==> src/rtl/sqrt_pwl_eval.sv <==
// sqrt_pwl_eval: four-stage piecewise-linear square root for the Box-Muller
// e = -2ln(u1) -> f = sqrt(e) stage. Range-reduces e to [1,2) (even exponent)
// or sqrt(2x) (odd exponent), looks up {c1,c0} in external ROMs, evaluates
// c0 + c1*xb and restores the halved exponent.
module sqrt_pwl_eval #(
  parameter int unsigned E_W = 31,
  parameter int unsigned F_W = 20,
  parameter int unsigned LAT = 4
) (
  input  logic           clk,
  input  logic           reset,
  input  logic           in_valid,
  output logic           in_ready,
  input  logic [E_W-1:0] e_in,
  output logic [5:0]     even_addr,
  input  logic [31:0]    even_data,
  output logic [5:0]     odd_addr,
  input  logic [31:0]    odd_data,
  output logic           out_valid,
  input  logic           out_ready,
  output logic [F_W-1:0] f_out,
  output logic           f_zero
);

  localparam int unsigned A_W  = 6;
  localparam int unsigned XB_W = 17;
  localparam int unsigned C1_W = 12;
  localparam int unsigned C0_W = 20;
  localparam int unsigned K_W  = 5;
  localparam int unsigned N_W  = 23;

  logic                  adv;
  logic [LAT-1:0]        vld;

  logic [4:0]            lead_c;
  logic signed [5:0]     ex_c;
  logic [4:0]            sh_c;
  logic [N_W-1:0]        nmid_c;
  logic                  zero_c;

  logic [A_W-1:0]        addr1;
  logic [XB_W-1:0]       xb1;
  logic signed [K_W-1:0] k1;
  logic                  par1;
  logic                  z1;

  logic [31:0]           sel_c;
  logic [C1_W-1:0]       c1_2;
  logic [C0_W-1:0]       c0_2;
  logic [XB_W-1:0]       xb2;
  logic signed [K_W-1:0] k2;
  logic                  z2;

  logic [28:0]           prod_c;
  logic [F_W-1:0]        y_c;
  logic [F_W-1:0]        y3;
  logic signed [K_W-1:0] k3;
  logic                  z3;

  logic [F_W-1:0]        fy_c;

  // The whole pipe advances unless the output register is stalled.
  assign adv       = !(out_valid && !out_ready);
  assign in_ready  = adv;
  assign out_valid = vld[LAT-1];
  assign even_addr = addr1;
  assign odd_addr  = addr1;

  // Leading-one position of e_in (highest set bit wins).
  always_comb begin
    lead_c = '0;
    for (int i = 0; i < int'(E_W); i++) begin
      if (e_in[i]) lead_c = 5'(i);
    end
  end

  // Range reduction: exponent, normalising shift and the norm[29:7] window.
  always_comb begin
    zero_c = (e_in == '0);
    ex_c   = $signed(6'(lead_c)) - 6'sd26;
    sh_c   = 5'(5'd30 - lead_c);
    nmid_c = N_W'((e_in << sh_c) >> 7);
  end

  // S1: register segment address, offset, half exponent and parity.
  always_ff @(posedge clk or posedge reset) begin
    if (reset) begin
      vld   <= '0;
      addr1 <= '0;
      xb1   <= '0;
      k1    <= '0;
      par1  <= 1'b0;
      z1    <= 1'b0;
    end else if (adv) begin
      vld   <= {vld[LAT-2:0], in_valid};
      addr1 <= zero_c ? '0 : nmid_c[22:17];
      xb1   <= zero_c ? '0 : nmid_c[16:0];
      k1    <= zero_c ? '0 : K_W'(ex_c >>> 1);
      par1  <= ex_c[0];
      z1    <= zero_c;
    end
  end

  // Odd exponents use the sqrt(2x) table.
  assign sel_c = par1 ? odd_data : even_data;

  // S2: capture the selected coefficients.
  always_ff @(posedge clk or posedge reset) begin
    if (reset) begin
      c1_2 <= '0;
      c0_2 <= '0;
      xb2  <= '0;
      k2   <= '0;
      z2   <= 1'b0;
    end else if (adv) begin
      c1_2 <= sel_c[31:20];
      c0_2 <= sel_c[19:0];
      xb2  <= xb1;
      k2   <= k1;
      z2   <= z1;
    end
  end

  // Linear term: product LSB is 2^-32, shift by 15 aligns it to c0 (2^-17).
  always_comb begin
    prod_c = 29'(c1_2) * 29'(xb2);
    y_c    = c0_2 + F_W'(prod_c >> 15);
  end

  // S3: register the mantissa result.
  always_ff @(posedge clk or posedge reset) begin
    if (reset) begin
      y3 <= '0;
      k3 <= '0;
      z3 <= 1'b0;
    end else if (adv) begin
      y3 <= y_c;
      k3 <= k2;
      z3 <= z2;
    end
  end

  // Exponent restore: left shift for k >= 0 (k <= 2), truncating right shift otherwise.
  always_comb begin
    if (k3[K_W-1]) fy_c = y3 >> K_W'(-k3);
    else           fy_c = y3 << k3[1:0];
  end

  // S4: output register.
  always_ff @(posedge clk or posedge reset) begin
    if (reset) begin
      f_out  <= '0;
      f_zero <= 1'b0;
    end else if (adv) begin
      f_out  <= z3 ? '0 : fy_c;
      f_zero <= z3;
    end
  end

endmodule

==> config.mk <==
export PLATFORM = sky130hd
export DESIGN_NAME = sqrt_pwl_eval
export DESIGN_NICKNAME = d
export VERILOG_FILES = /design/src/rtl/sqrt_pwl_eval.sv
export SDC_FILE = /design/constraint.sdc
export NUM_CORES = 1
export LEC_CHECK = 0
export ABC_CLOCK_PERIOD_IN_PS = 12000
export BUFFER_PORTS_ARGS = -buffer_cell sky130_fd_sc_hd__buf_2
export CORE_MARGIN = 4
export CORE_UTILIZATION = 64
export CTS_CLUSTER_DIAMETER = 50
export DETAILED_ROUTE_END_ITERATION = 7
export PLACE_DENSITY = 0.85
export SETUP_SLACK_MARGIN = 0.3
export SLEW_MARGIN = 20
export SYNTH_ARGS = -nofsm -noshare
export SYNTH_HDL_FRONTEND = slang
export SYNTH_SLANG_ARGS = --single-unit
==> constraint.sdc <==
create_clock -name clk -period 12 [get_ports clk]
set_clock_uncertainty 0.1 [all_clocks]
set_input_delay 2.4 -clock clk [delete_from_list [all_inputs] [get_ports clk]]
set_output_delay 2.4 -clock clk [all_outputs]
set_load 0.02 [all_outputs]
# Yosys cells after proc, flatten, opt, wreduce, memory -nomap -nowiden
# Cells that the tools add are included.
# word_totals
inputBits,99
reg_bits,136
elab_cells,64
# classes
n_mux,36
n_addsub,4
n_shift,3
reduce_logical,4
mul,1
# ops
cell,count
5-bit 2-to-1 mux,27
20-bit 2-to-1 mux,2
32-bit 2-to-1 mux,1
31-bit logical NOT,1
31-bit by 5-bit left shift with 30-bit output,1
12-bit by 17-bit multiplier with 29-bit output,1
20-bit by 14-bit adder with 20-bit output,1
20-bit by 2-bit left shift with 20-bit output,1
20-bit by 5-bit >> shifter with 20-bit output,1
17-bit 2-to-1 mux,1
6-bit 2-to-1 mux,1
"5-bit by 5-bit subtractor with 6-bit output, second input constant",1
5-bit negation,1
"5-bit subtractor, first input constant",1
2-bit 2-to-1 mux,2
3-bit 2-to-1 mux,1
1-bit logical NOT,2
1-bit logical AND,1
1-bit 2-to-1 mux,1

# Logic depth before layout (Yosys ltp)
# depth
ltp_word,33
ltp_mapped,32

# Least setup slack after synthesis
# No wires, ideal clock.
# synth_timing
path_type,register -> register
start,reg c1_2[3]
end,reg y3[17]
synth_period_minus_slack_ns,7.373
slack_ns,4.627
path_stages_with_launch,29
arrival_time_ns,7.190
path_cell_list,dfrtp_1 -> clkbuf_1 -> clkbuf_1 -> nand2_1 -> fa_1 -> inv_1 -> fa_1 -> fa_1 -> fa_1 -> inv_1 -> fa_1 -> inv_1 -> ha_1 -> a21o_1 -> a221o_1 -> a31oi_1 -> o21ai_0 -> a41oi_1 -> a21oi_1 -> a21o_1 -> xor2_1 -> ha_1 -> nor2b_1 -> a41oi_1 -> o211ai_1 -> a2111oi_0 -> nor4b_1 -> xnor2_1 -> o21ai_0
# synth_between
elab_chain_len,2
# synth_rtl
element,line,text
"start, declared",48,logic [C1_W-1:0] c1_2;
"start signal, assigned",116,c1_2 <= sel_c[31:20];
12-bit by 17-bit multiplier with 29-bit output,126,prod_c = 29'(c1_2) * 29'(xb2);
20-bit by 14-bit adder with 20-bit output,127,y_c = c0_2 + F_W'(prod_c >> 15);
"end signal, assigned",137,y3 <= y_c;
"end, declared",56,logic [F_W-1:0] y3;
# No other way between the ends.
# A chain may end at the register's enable or synchronous reset.

# Worst setup path in the final report
# Same ends and word-level chain as after synthesis.

==> results.rst <==
.. list-table::
   :header-rows: 1

   * - Metric
     - Value
   * - Status
     - finished, final reports clean
   * - Pin count of the biggest net entering global routing
     - 88
   * - Critical Path Sink Type
     - register
   * - Worst hold path depth
     - 1
   * - Hold path endpoint
     - vld[3]$_DFFE_PP0N_
   * - Post-route worst setup slack
     - 3380 ps
   * - Worst min-delay path category
     - reg2reg
   * - Final hold viol count
     - 0
   * - Number of top-level pins
     - 134
   * - Routed len/inst
     - 18.5 um
   * - Number of library cell types mapped by synthesis
     - 82
   * - Slowest cell on the critical path
     - sky130_fd_sc_hd__a2111oi_0
   * - Buffer cell driving the clock tree root
     - sky130_fd_sc_hd__clkbuf_16
   * - Initial standard-cell utilization of the core
     - 65.3%
   * - Global-route track usage on met3
     - 5.22%
   * - Critical path start-end classification
     - reg2reg
   * - Final cycle utilization of the critical path
     - 71.8%
   * - Clock transition at the registers of the reported paths
     - 70 ps
   * - Reg-to-reg setup timing slack
     - 3380 ps
   * - Final TNS setup
     - 0 ps
   * - Number of H-tree levels
     - 4
   * - TritonCTS Sinks
     - 136
   * - Via-to-Cell Ratio
     - 6.07
   * - Crit path depth
     - 26
   * - TritonCTS clock tree
     - done
   * - Dominant synthesized flop cell
     - sky130_fd_sc_hd__dfrtp_1
   * - Met2 Use GR
     - 48.5%
   * - Data required, critical path
     - 12180 ps
   * - Cell Area, Synth
     - 0.0154 sq mm
   * - Number of global-route vias before repair
     - 13000
   * - GR peak layer
     - met2
   * - Post-route cell area
     - 0.0167 sq mm
   * - Antenna diode count
     - 0
   * - Worst reg2reg path startpoint
     - c1_2[3]$_DFFE_PP0N_
   * - All-layer global routing usage
     - 30.0%
   * - Commonest non-fill, non-tap cells in the layout
     - sky130_fd_sc_hd__nand2_1 (330), sky130_fd_sc_hd__inv_1 (208), sky130_fd_sc_hd__fa_1 (150)
   * - Number of enable flip-flop cells after synthesis
     - 0
   * - Number of instances resized during post-cts repair
     - 0
   * - Core region area
     - 0.0236 sq mm
   * - Critical path buffer and inverter count
     - 3
   * - Die outline area
     - 0.0266 sq mm
   * - Async set or reset register ratio after synthesis
     - 100%
   * - Hold_buf cts
     - 0
   * - Number of antenna violations at the first check in global routing
     - 0
   * - Gate count of the mapped netlist
     - 1704
   * - DRC errors left
     - 0
   * - Port buffer count
     - 133
   * - Count of max-cap constraint violations
     - 0
   * - GR Layer Usage met1
     - 42.3%
   * - Commonest non-fill, non-tap cell in the layout
     - sky130_fd_sc_hd__nand2_1
   * - Critical path data arrival time
     - 8800 ps
   * - Worst Reg2Reg Path Length in Cells
     - 26
   * - Pre-CTS worst setup slack
     - 3550 ps
   * - Worst Tran Pin Value
     - 1090 ps
   * - Latest clock arrival within the worst-skew pair
     - 440 ps
   * - GRT overflow
     - 0
   * - Warning count from the yosys run
     - 0
   * - Layout Area Growth over Synthesis
     - 8.25%
   * - Maximum frequency from static timing analysis
     - 116 MHz
   * - Cell Area, Placed
     - 0.0161 sq mm
   * - Clock Tree Buf Depth
     - 2
   * - TritonCTS buffer count
     - 17
   * - Shortest clock period the worst path allows after layout
     - 8620 ps
   * - Pre-Repair DR Iteration Count
     - 5
   * - Post-CTS Setup Inserts
     - 0
   * - Gp weighted congestion
     - 1.01
   * - Critical Path Start
     - c1_2[3]$_DFFE_PP0N_
   * - Chip Height
     - 163 um
   * - Number of storage elements in the synthesis netlist
     - 136
   * - Iter 0 DRT Violations
     - 1323
   * - Number of fill cells in the layout
     - 1764
   * - CP dominant cell by count
     - sky130_fd_sc_hd__fa_1
   * - Width of the chip
     - 163 um
   * - NumNets Final
     - 2092
   * - Slew HR
     - 27.4%
   * - Worst hold path startpoint
     - vld[2]$_DFFE_PP0N_
   * - Share of final-layout standard cells stronger than drive strength 1
     - 14.2%
   * - Post-synth net total
     - 2035
   * - Maximum fanout along the worst path
     - 18
   * - First-pass GRT wire length
     - 64200 um
   * - Slowest Stage Delay on Critical Path
     - 880 ps
   * - Setup violations, final
     - 0
   * - Final HPWL DP
     - 29100 um
   * - Setup repair after global routing missed its margin
     - false
   * - Final slew viol count
     - 0
   * - Number of core rows
     - 56
   * - Average size of a mapped cell
     - 9.05 sq um
   * - Routed vias
     - 12700
   * - Number of routed nets with antenna violations
     - 0
   * - Sequential element share of the synthesized area
     - 22.1%
   * - Crit path launch type
     - register
   * - Cell type group with the largest total delay on the critical path
     - compound AO/OA/AOI/OAI gates
   * - Detailed Route WL
     - 38700 um
   * - Reg-to-Reg End
     - y3[17]$_DFFE_PP0N_
[flip-flops by register name, indices dropped and copies added, names as in the netlist]
signal,flops
c0_2,20
f_out,20
y3,20
xb1,17
xb2,17
c1_2,12
even_addr,6
k1,5
k2,5
k3,5
vld,4
f_zero,1
par1,1
z1,1
z2,1
z3,1
[cells by family (layout without fill, tap and decap cells)]
group | Yosys count | after routing | synth area share, %
AOI/OAI and AO/OA | 278 | 278 | 12.1
xor gates and xnor gates | 37 | 37 | 2.15
adders and majority gates | 232 | 232 | 26.1
buffers and inverters | 318 | 388 | 8.40
DFF | 136 | 136 | 22.1
muxes | 127 | 127 | 12.5
and+or+nand+nor | 576 | 576 | 16.7
[metrics by stage]
| stage | util (%) | instances | hold WS, ps |
|---|---|---|---|
| 2_1_floorplan | - | 1704 | 330 |
| 3_3_place_gp | 68.2 | 2061 | 342 |
| 3_5_place_dp | 68.2 | 2061 | 353 |
| 4_1_cts | 70.7 | 2093 | 368 |
| 5_1_grt | 70.7 | 2093 | 387 |
| 6_report | 70.7 | 2093 | 365 |
[metal layers]
metal	vias up	part of all wire [%]
met1	6222	42
li1	5792	-
met5	-	0
met3	74	8.6
met4	0	2.2
met2	621	47
[cells in the mapped netlist (all sizes together) (5+ instances only)]
| cell | count | area [sq um] |
|---|---|---|
| a22o | 25 | 219 |
| dfrtp | 136 | 3400 |
| o2bb2ai | 10 | 87.6 |
| nor2b | 14 | 87.6 |
| nand2 | 331 | 1250 |
| nand2b | 9 | 56.3 |
| clkbuf | 79 | 298 |
| or3 | 5 | 31.3 |
| mux2i | 66 | 661 |
| o21ai | 81 | 405 |
| mux4 | 49 | 1130 |
| a221oi | 6 | 58.8 |
| nor4 | 8 | 50.1 |
| xor2 | 11 | 96.3 |
| and2 | 73 | 457 |
| a21boi | 5 | 45.0 |
| buf | 27 | 195 |
| o211ai | 9 | 67.6 |
| fa | 150 | 3000 |
| xnor2 | 26 | 235 |
| a31oi | 5 | 31.3 |
| inv | 211 | 795 |
| nor3 | 20 | 100 |
| nor2 | 75 | 282 |
| o31ai | 5 | 37.5 |
| nand3 | 19 | 95.1 |
| ha | 82 | 1030 |
| a21o | 9 | 67.6 |
| mux2 | 12 | 135 |
| a211oi | 16 | 120 |
| a21oi | 59 | 295 |
[worst max path at each step]
stage | to | slack, ps
floorplan | y3[17]$_DFFE_PP0N_ | 4630
global placement | y3[19]$_DFFE_PP0N_ | 3900
detailed placement | y3[17]$_DFFE_PP0N_ | 3550
CTS | y3[17]$_DFFE_PP0N_ | 3520
global route | y3[19]$_DFFE_PP0N_ | 2890
finish | y3[17]$_DFFE_PP0N_ | 3380
[cell type report]
class	instances	area (sq um)	area share [%]
Clock buffer	17	425	2.55
Clock inverter	15	161	0.967
Inverter	211	800	4.79
Multi-Input combinational cell	1250	10800	64.4
Sequential cell	136	3410	20.4
Tap cell	319	399	2.39
Timing Repair Buffer	145	756	4.53
Power is left out: the tool's default activity adds up to more than one toggle a clock period on the data nets, which glitch-free logic cannot reach.
